**config.mk**
```make
export PLATFORM = sky130hd
export DESIGN_NAME = ef_lfsr_par
export DESIGN_NICKNAME = d
export VERILOG_FILES = /design/src/rtl/ef_lfsr_pkg.sv /design/src/rtl/ef_lfsr_par_jump.sv /design/src/rtl/ef_lfsr_par.sv
export SDC_FILE = /design/constraint.sdc
export NUM_CORES = 1
export LEC_CHECK = 0
export CAP_MARGIN = 20
export CORE_ASPECT_RATIO = 1.75
export CORE_MARGIN = 2
export CORE_UTILIZATION = 53
export CTS_CLUSTER_DIAMETER = 60
export DETAILED_ROUTE_END_ITERATION = 10
export HOLD_SLACK_MARGIN = 0.1
export PLACE_DENSITY = 0.89
export SYNTH_ARGS = -nofsm -noshare
export SYNTH_HDL_FRONTEND = slang
export SYNTH_HIERARCHICAL = 1
export SYNTH_SLANG_ARGS = --single-unit
```
**constraint.sdc**
```tcl
create_clock -name i_clk -period 3.3 [get_ports i_clk]
set_input_delay 0.66 -clock i_clk [delete_from_list [all_inputs] [get_ports i_clk]]
set_output_delay 0.66 -clock i_clk [all_outputs]
set_load 0.05 [all_outputs]
```
**src/rtl/ef_lfsr_pkg.sv**
```systemverilog
// Shared constants and the single-step Fibonacci LFSR function for the
// ef_lfsr_par generator (trinomial 1 + x^T + x^N).
package ef_lfsr_pkg;

  // Widest register the step function handles.
  localparam int LFSR_MAX_N = 32;

  // Default geometry: 20-bit register, tap at x^3, 8 states per clock.
  localparam int LFSR_N_DEF = 20;
  localparam int LFSR_T_DEF = 3;
  localparam int LFSR_K_DEF = 8;

  // State the register holds after reset; returning to it marks a wrap.
  localparam logic [LFSR_MAX_N-1:0] LFSR_RESET_SEED = 32'h0000_0001;

  // One Fibonacci step on an n-bit state held in the low bits of q:
  // shift right by one, feed q[0]^q[t] into bit n-1. Bits at or above n
  // must be zero on entry and stay zero on exit.
  function automatic logic [LFSR_MAX_N-1:0] lfsr_step(
    input logic [LFSR_MAX_N-1:0] q,
    input int unsigned           n,
    input int unsigned           t
  );
    logic [LFSR_MAX_N-1:0] r;
    int unsigned           hi;
    hi            = n - 1;
    r             = q >> 1;
    r[hi[4:0]]    = q[0] ^ q[t[4:0]];
    return r;
  endfunction

endpackage

```
**src/rtl/ef_lfsr_par_jump.sv**
```systemverilog
// Combinational K-step advance of the LFSR state. Kept as its own module
// so the jump network can be equivalence-checked in isolation.
module ef_lfsr_par_jump
  import ef_lfsr_pkg::*;
#(
  parameter int N = LFSR_N_DEF,
  parameter int T = LFSR_T_DEF,
  parameter int K = LFSR_K_DEF
) (
  input  logic [N-1:0] q,
  output logic [N-1:0] q_next
);

  logic [LFSR_MAX_N-1:0] acc;

  // Compose the single step K times. With K < N every output bit is a
  // shallow XOR of a few state bits, so depth stays small even at K=16.
  always_comb begin
    acc        = '0;
    acc[N-1:0] = q;
    for (int k = 0; k < K; k++) begin
      acc = lfsr_step(acc, N, T);
    end
    q_next = acc[N-1:0];
  end

endmodule

```
**src/rtl/ef_lfsr_par.sv**
```systemverilog
// Multi-tap Fibonacci LFSR advancing K states per enabled clock, with
// run-time seed load, all-zero lock-up recovery (sticky fault flag) and a
// registered wrap pulse when an advance lands back on the reset seed.
// Control: i_load wins over i_en; both are level qualifiers sampled on the
// rising edge of i_clk, there is no backpressure.
module ef_lfsr_par
  import ef_lfsr_pkg::*;
#(
  parameter int N = LFSR_N_DEF,
  parameter int T = LFSR_T_DEF,
  parameter int K = LFSR_K_DEF
) (
  input  logic         i_clk,
  input  logic         i_rst_b,
  input  logic         i_en,
  input  logic         i_load,
  input  logic [N-1:0] i_seed,
  output logic [K-1:0] o_r,
  output logic         o_wrap,
  output logic         o_fault
);

  // Reject geometries the step function or output slice cannot support.
  generate
    if (N < 3 || N > LFSR_MAX_N) begin : g_bad_n
      $error("ef_lfsr_par: N must be in 3..32");
    end
    if (T < 1 || T > N - 1) begin : g_bad_t
      $error("ef_lfsr_par: T must be in 1..N-1");
    end
    if (K < 1 || K > N - 1) begin : g_bad_k
      $error("ef_lfsr_par: K must be in 1..N-1");
    end
  endgenerate

  localparam logic [N-1:0] SEED = LFSR_RESET_SEED[N-1:0];

  logic [N-1:0] q;
  logic [N-1:0] q_jump;
  logic         wrap;
  logic         fault;

  ef_lfsr_par_jump #(
    .N(N),
    .T(T),
    .K(K)
  ) u_jump (
    .q      (q),
    .q_next (q_jump)
  );

  // State register with load > recover-from-zero > advance > hold priority;
  // wrap and fault update on the same edge as the state change causing them.
  always_ff @(posedge i_clk or negedge i_rst_b) begin
    if (!i_rst_b) begin
      q     <= SEED;
      wrap  <= 1'b0;
      fault <= 1'b0;
    end else begin
      wrap <= 1'b0;
      if (i_load) begin
        if (i_seed != '0) begin
          q     <= i_seed;
          fault <= 1'b0;
        end else begin
          q     <= SEED;
          fault <= 1'b1;
        end
      end else if (i_en) begin
        if (q == '0) begin
          q     <= SEED;
          fault <= 1'b1;
        end else begin
          q    <= q_jump;
          wrap <= (q_jump == SEED);
        end
      end
    end
  end

  // Bit 0 is never exposed; the K output bits come straight off the register.
  assign o_r     = q[K:1];
  assign o_wrap  = wrap;
  assign o_fault = fault;

endmodule

```
; ---- After elaboration in Yosys (flattened, before gate mapping)
; Cells that the tools add are included.
[op_classes]
n_mux = 11
n_eq_ne = 1
addsub = 0
n_mul = 0
div = 0
order_cmp = 0
n_shift = 0
n_reduce_logical = 5
bitwise = 8
[op_table]
columns = cell, n
row1 = 20-bit 2-to-1 mux, 4
row2 = 20-bit by 1-bit == test with 1-bit output (second input constant), 1
row3 = 20-bit logical NOT, 1
row4 = 20-bit nonzero test, 1
row5 = 1-bit XOR, 8
row6 = 1-bit 2-to-1 mux, 7
row7 = 2-bit nonzero test, 2
row8 = 2-bit AND reduction, 1
[totals]
ff_bits = 22
mem_count = 0
inputBits = 24
ram_bits = 0
mem_bits_ro = 0
latch_bits = 0

; ---- Depth between registers and ports, before layout
[depth]
word_depth = 5
mapped_depth = 5
ltp_nobuf = 4

; ---- Hierarchy
; The synthesis kept the hierarchy.
[by_module_without_submodules]
columns = mod, instances, seq_area_each_um2, cells_per_inst, area_per_inst_um2
row1 = ef_lfsr_par, 1, 551.8, 150, 1277.5
row2 = ef_lfsr_par_jump, 1, 0.0, 20, 160.2

; ---- Worst setup path after synthesis
; OpenSTA, ideal clock, no wires.
[synth_path]
kind = input to register
from = in i_seed[0]
to = reg fault (netlist: o_fault)
setup_slack_ns = 1.827
path_buffers = 0
arrival_ns = 1.407
path_stages = 3
cell_sequence = or4_1 > o21ai_1 > o31a_1
[synth_via]
elab_chain_cells = 3
[synth_lines]
columns = element, line
row1 = start: declaration, ef_lfsr_par.sv:17  ; input logic [N-1:0] i_seed,
row2 = 20-bit nonzero test, ef_lfsr_par.sv:62  ; if (i_seed != '0) begin
row3 = 1-bit 2-to-1 mux, ef_lfsr_par.sv:62
row4 = 1-bit 2-to-1 mux, ef_lfsr_par.sv:61  ; if (i_load) begin
row5 = end signal: assignment, ef_lfsr_par.sv:58  ; fault <= 1'b0;
row6 = end signal: assignment, ef_lfsr_par.sv:64  ; fault <= 1'b0;
row7 = end signal: assignment, ef_lfsr_par.sv:67  ; fault <= 1'b1;
row8 = end: declaration, ef_lfsr_par.sv:41  ; logic fault;
; No other way between the ends.
; A chain may end at the register's enable or synchronous reset.

; ---- Worst setup path in the final report
[layout_path]
from = reg q[4]
to = out o_r[3]
[layout_rtl]
columns = element, line
row1 = start: declaration, ef_lfsr_par.sv:38  ; logic [N-1:0] q;
row2 = start signal: assignment, ef_lfsr_par.sv:63  ; q <= i_seed;
row3 = start signal: assignment, ef_lfsr_par.sv:74  ; q <= q_jump;
row4 = end: declaration, ef_lfsr_par.sv:18  ; output logic [K-1:0] o_r,
; No word-level cell between the ends.

==> metrics.md <==
| Metric | Value |
|---|---|
| Hold wc startpoint | o_fault |
| Slew HR | 63.3% |
| Top Ports | 34 |
| Setup crit end kind | output pin |
| Worst path cell trace | clkdlybuf4s50_1 |
| Die width | 43.4 um |
| Via/cell ratio | 6.65 |
| Sequential power share | 42.8% |
| R2R cell count | 5 |
| Largest net degree at the start of global routing | 40 |
| Fmax | 442 MHz |
| Sequential-to-total area share from yosys stat | 38.4% |
| Synth-to-Final Area Change | 19.3% |
| H-Tree Depth | 1 |
| RD Place Congestion | 0.879 |
| Total GRT Usage | 24.6% |
| WL/cell | 18.4 um |
| DRC viols | 0 |
| Worst Path Required | 2640 ps |
| Initial antenna violation count | 0 |
| Reg2reg end | q[19] |
| Sw Ratio | 31.4% |
| Cells after Synth | 170 |
| Global route overflow | 0 |
| Max_cap viols | 0 |
| RR Startpoint | q[3] |
| Antenna viol nets, final | 0 |
| Final nets | 204 |
| Max IR drop VDD | 0.342 mV |
| Clk_skew | 7.65 ps |
| Crit-path max cell delay | 850 ps |
| CTS tree | done |
| Antenna diode count | 0 |
| Vias | 1369 |
| Post-CTS Hold Buffers | 0 |
| Longest Clk Path Bufs | 2 |
| Initial Util | 54.7% |
| Share of cells above drive strength 1 | 7.26% |
| Hpwl dp | 2.75 mm |
| Clk root buf | clkbuf_8 |
| CTS Buf Count | 3 |
| Clock transition at the registers of the reported paths | 90 ps |
| Syn Nets | 194 |
| CP Max Fanout | 5 |
| Final Setup Violations | 0 |
| Number of global-route vias before repair | 1242 |
| RSZ-0062 raised after global routing | false |
| Row cnt | 25 |
| Run status | finished clean |
| Core footprint | 0.00263 mm2 |
| Crit path max-delay family | buffers and inverters |
| #FFs+latches synth | 22 |
| Mapped Area | 0.00144 mm2 |
| Internal reg-to-reg setup slack | 1360 ps |
| Slew Limit Fails | 0 |
| Commonest non-fill, non-tap cell in the layout | clkdlybuf4s50_1 |
| Netlist cell types | 25 |
| Crit path time final | 2260 ps |
| Top cells by area, synth | dfrtp_1, buf_4, and3_1 |
| Most frequent cells in the layout | clkdlybuf4s50_1, dfrtp_1, nand3_1 |
| Number of setup buffers added after CTS | 0 |
| CTS sink count | 22 |
| Die area | 0.00316 mm2 |
| Post-synth top area cell | dfrtp_1 |
| First-pass GRT wire length | 5.82 mm |
| First drt pass iteration count | 4 |
| Hold_ws | 536 ps |
| Pwr dens | 465 mW/mm2 |
| Sw Pwr | 0.251 mW |
| Detailed router's first-iteration violation count | 116 |
| Hold Path Class | reg -> reg |
| Pint | 0.548 mW |
| Top cell type's share of synthesized area | 36.6% |
| WP data arrival | 1600 ps |
| Crit path buf inv count | 1 |
| Static Leak | 0.713 nW |
| Least-Margin Pin Slew | 548 ps |
| Chip height | 72.9 um |
| Hold EP | o_fault |
| Clock power share | 32.0% |
| Slowest cell on crit path | clkdlybuf4s50_1 |
| Drt total wl | 3.79 mm |
| Hold path depth | 1 |
| Synth warnings | 6 |
| Part of the cycle the worst path needs | 68.5% |
| Critical Path Source Type | flip-flop |
| Crit path from | q[4] |
| Overall power | 0.798 mW |
| Combinational group share of total power | 25.2% |
| Later-pin clock latency in the skew report | 270 ps |
| Final hold vios | 0 |
| Crit path kind | reg -> out |
| Total negative slack | 0 ps |
| CTS-repair resized insts | 0 |
| PortBufs | 33 |
| Avg Cell Area, Syn | 8.46 um2 |
| # fillers | 225 |
## power groups by stage
stage                     sequential, mW  combinational, mW  clock, mW
after floorplan                    0.330              0.159          0
after global placement             0.343              0.190          0
after detailed placement           0.345              0.195          0
after CTS                          0.339              0.196      0.256
after global routing               0.344              0.216      0.266
final                              0.342              0.201      0.256
## cell usage after synthesis
master,number
nor4b_2,1
clkbuf_1,6
mux2i_1,1
nor4_1,14
nand3_1,20
buf_4,22
buf_2,4
nor3_2,1
inv_2,1
xor2_1,8
a21oi_1,18
o21ai_0,18
a22oi_1,1
o21ai_1,2
and3_1,18
dfrtp_1,21
o32a_2,1
dfstp_2,1
nor3_1,1
inv_1,1
or4_1,1
nand4_1,2
nand2_1,3
o31a_1,1
nor2_1,3
## state kept, by name (all words and copies together) (netlist names)
register  cells
q            20
o_fault       1
o_wrap        1
## cells by family (layout without fill, tap and decap cells)
logic type             Yosys count  after routing  share of synthesized area (%)
AO/OA/AOI/OAI                   41             41                           15.1
XOR/XNOR                         8              8                           4.87
buffers and inverters           34             43                           15.0
flip-flops                      22             22                           38.4
multiplexers                     1              1                          0.696
AND/OR/NAND/NOR                 64             64                           25.9
## per-layer routing
layer / vias up / share of wire, % / track usage, % / wire (um)
met4: 0 / 5.7 / 15.5 / 216
met3: 22 / 6.9 / 1.73 / 260
li1: 623 / - / - / -
met1: 644 / 36 / 28.2 / 1370
met5: - / 0 / 0 / 0
met2: 80 / 51 / 42.8 / 1950
## stage by stage
stage          worst slack (ps)  std cells  util [%]  cell area [um2]
2_1_floorplan              1830        170         -             1440
3_3_place_gp               1090        201      61.5             1620
3_5_place_dp               1020        201      61.5             1620
4_1_cts                    1050        205      64.2             1690
5_1_grt                    1020        206      65.3             1720
6_report                   1040        206      65.3             1720
## cell type report
type | instances | area, um2 | share of cell area, %
clock buffers | 3 | 41.3 | 2.41
clock inverters | 1 | 30.0 | 1.75
inverters | 2 | 7.51 | 0.438
multi-input cells | 114 | 671 | 39.1
flip-flops and latches | 22 | 552 | 32.2
well taps | 27 | 33.8 | 1.97
repair buffers | 37 | 380 | 22.2
## how the worst max path moves through the flow
| stage | endpoint | slack (ps) | cells past startpoint |
|---|---|---|---|
| finish | o_r[3] | 1040 | 1 |
| global route | o_r[7] | 1020 | 1 |
| CTS | o_r[3] | 1050 | 1 |
| detailed placement | q[12] | 1020 | 6 |
| global placement | q[12] | 1090 | 6 |
| floorplan | o_fault | 1830 | 3 |
No activity file was read; power rests on OpenSTA's default activity.
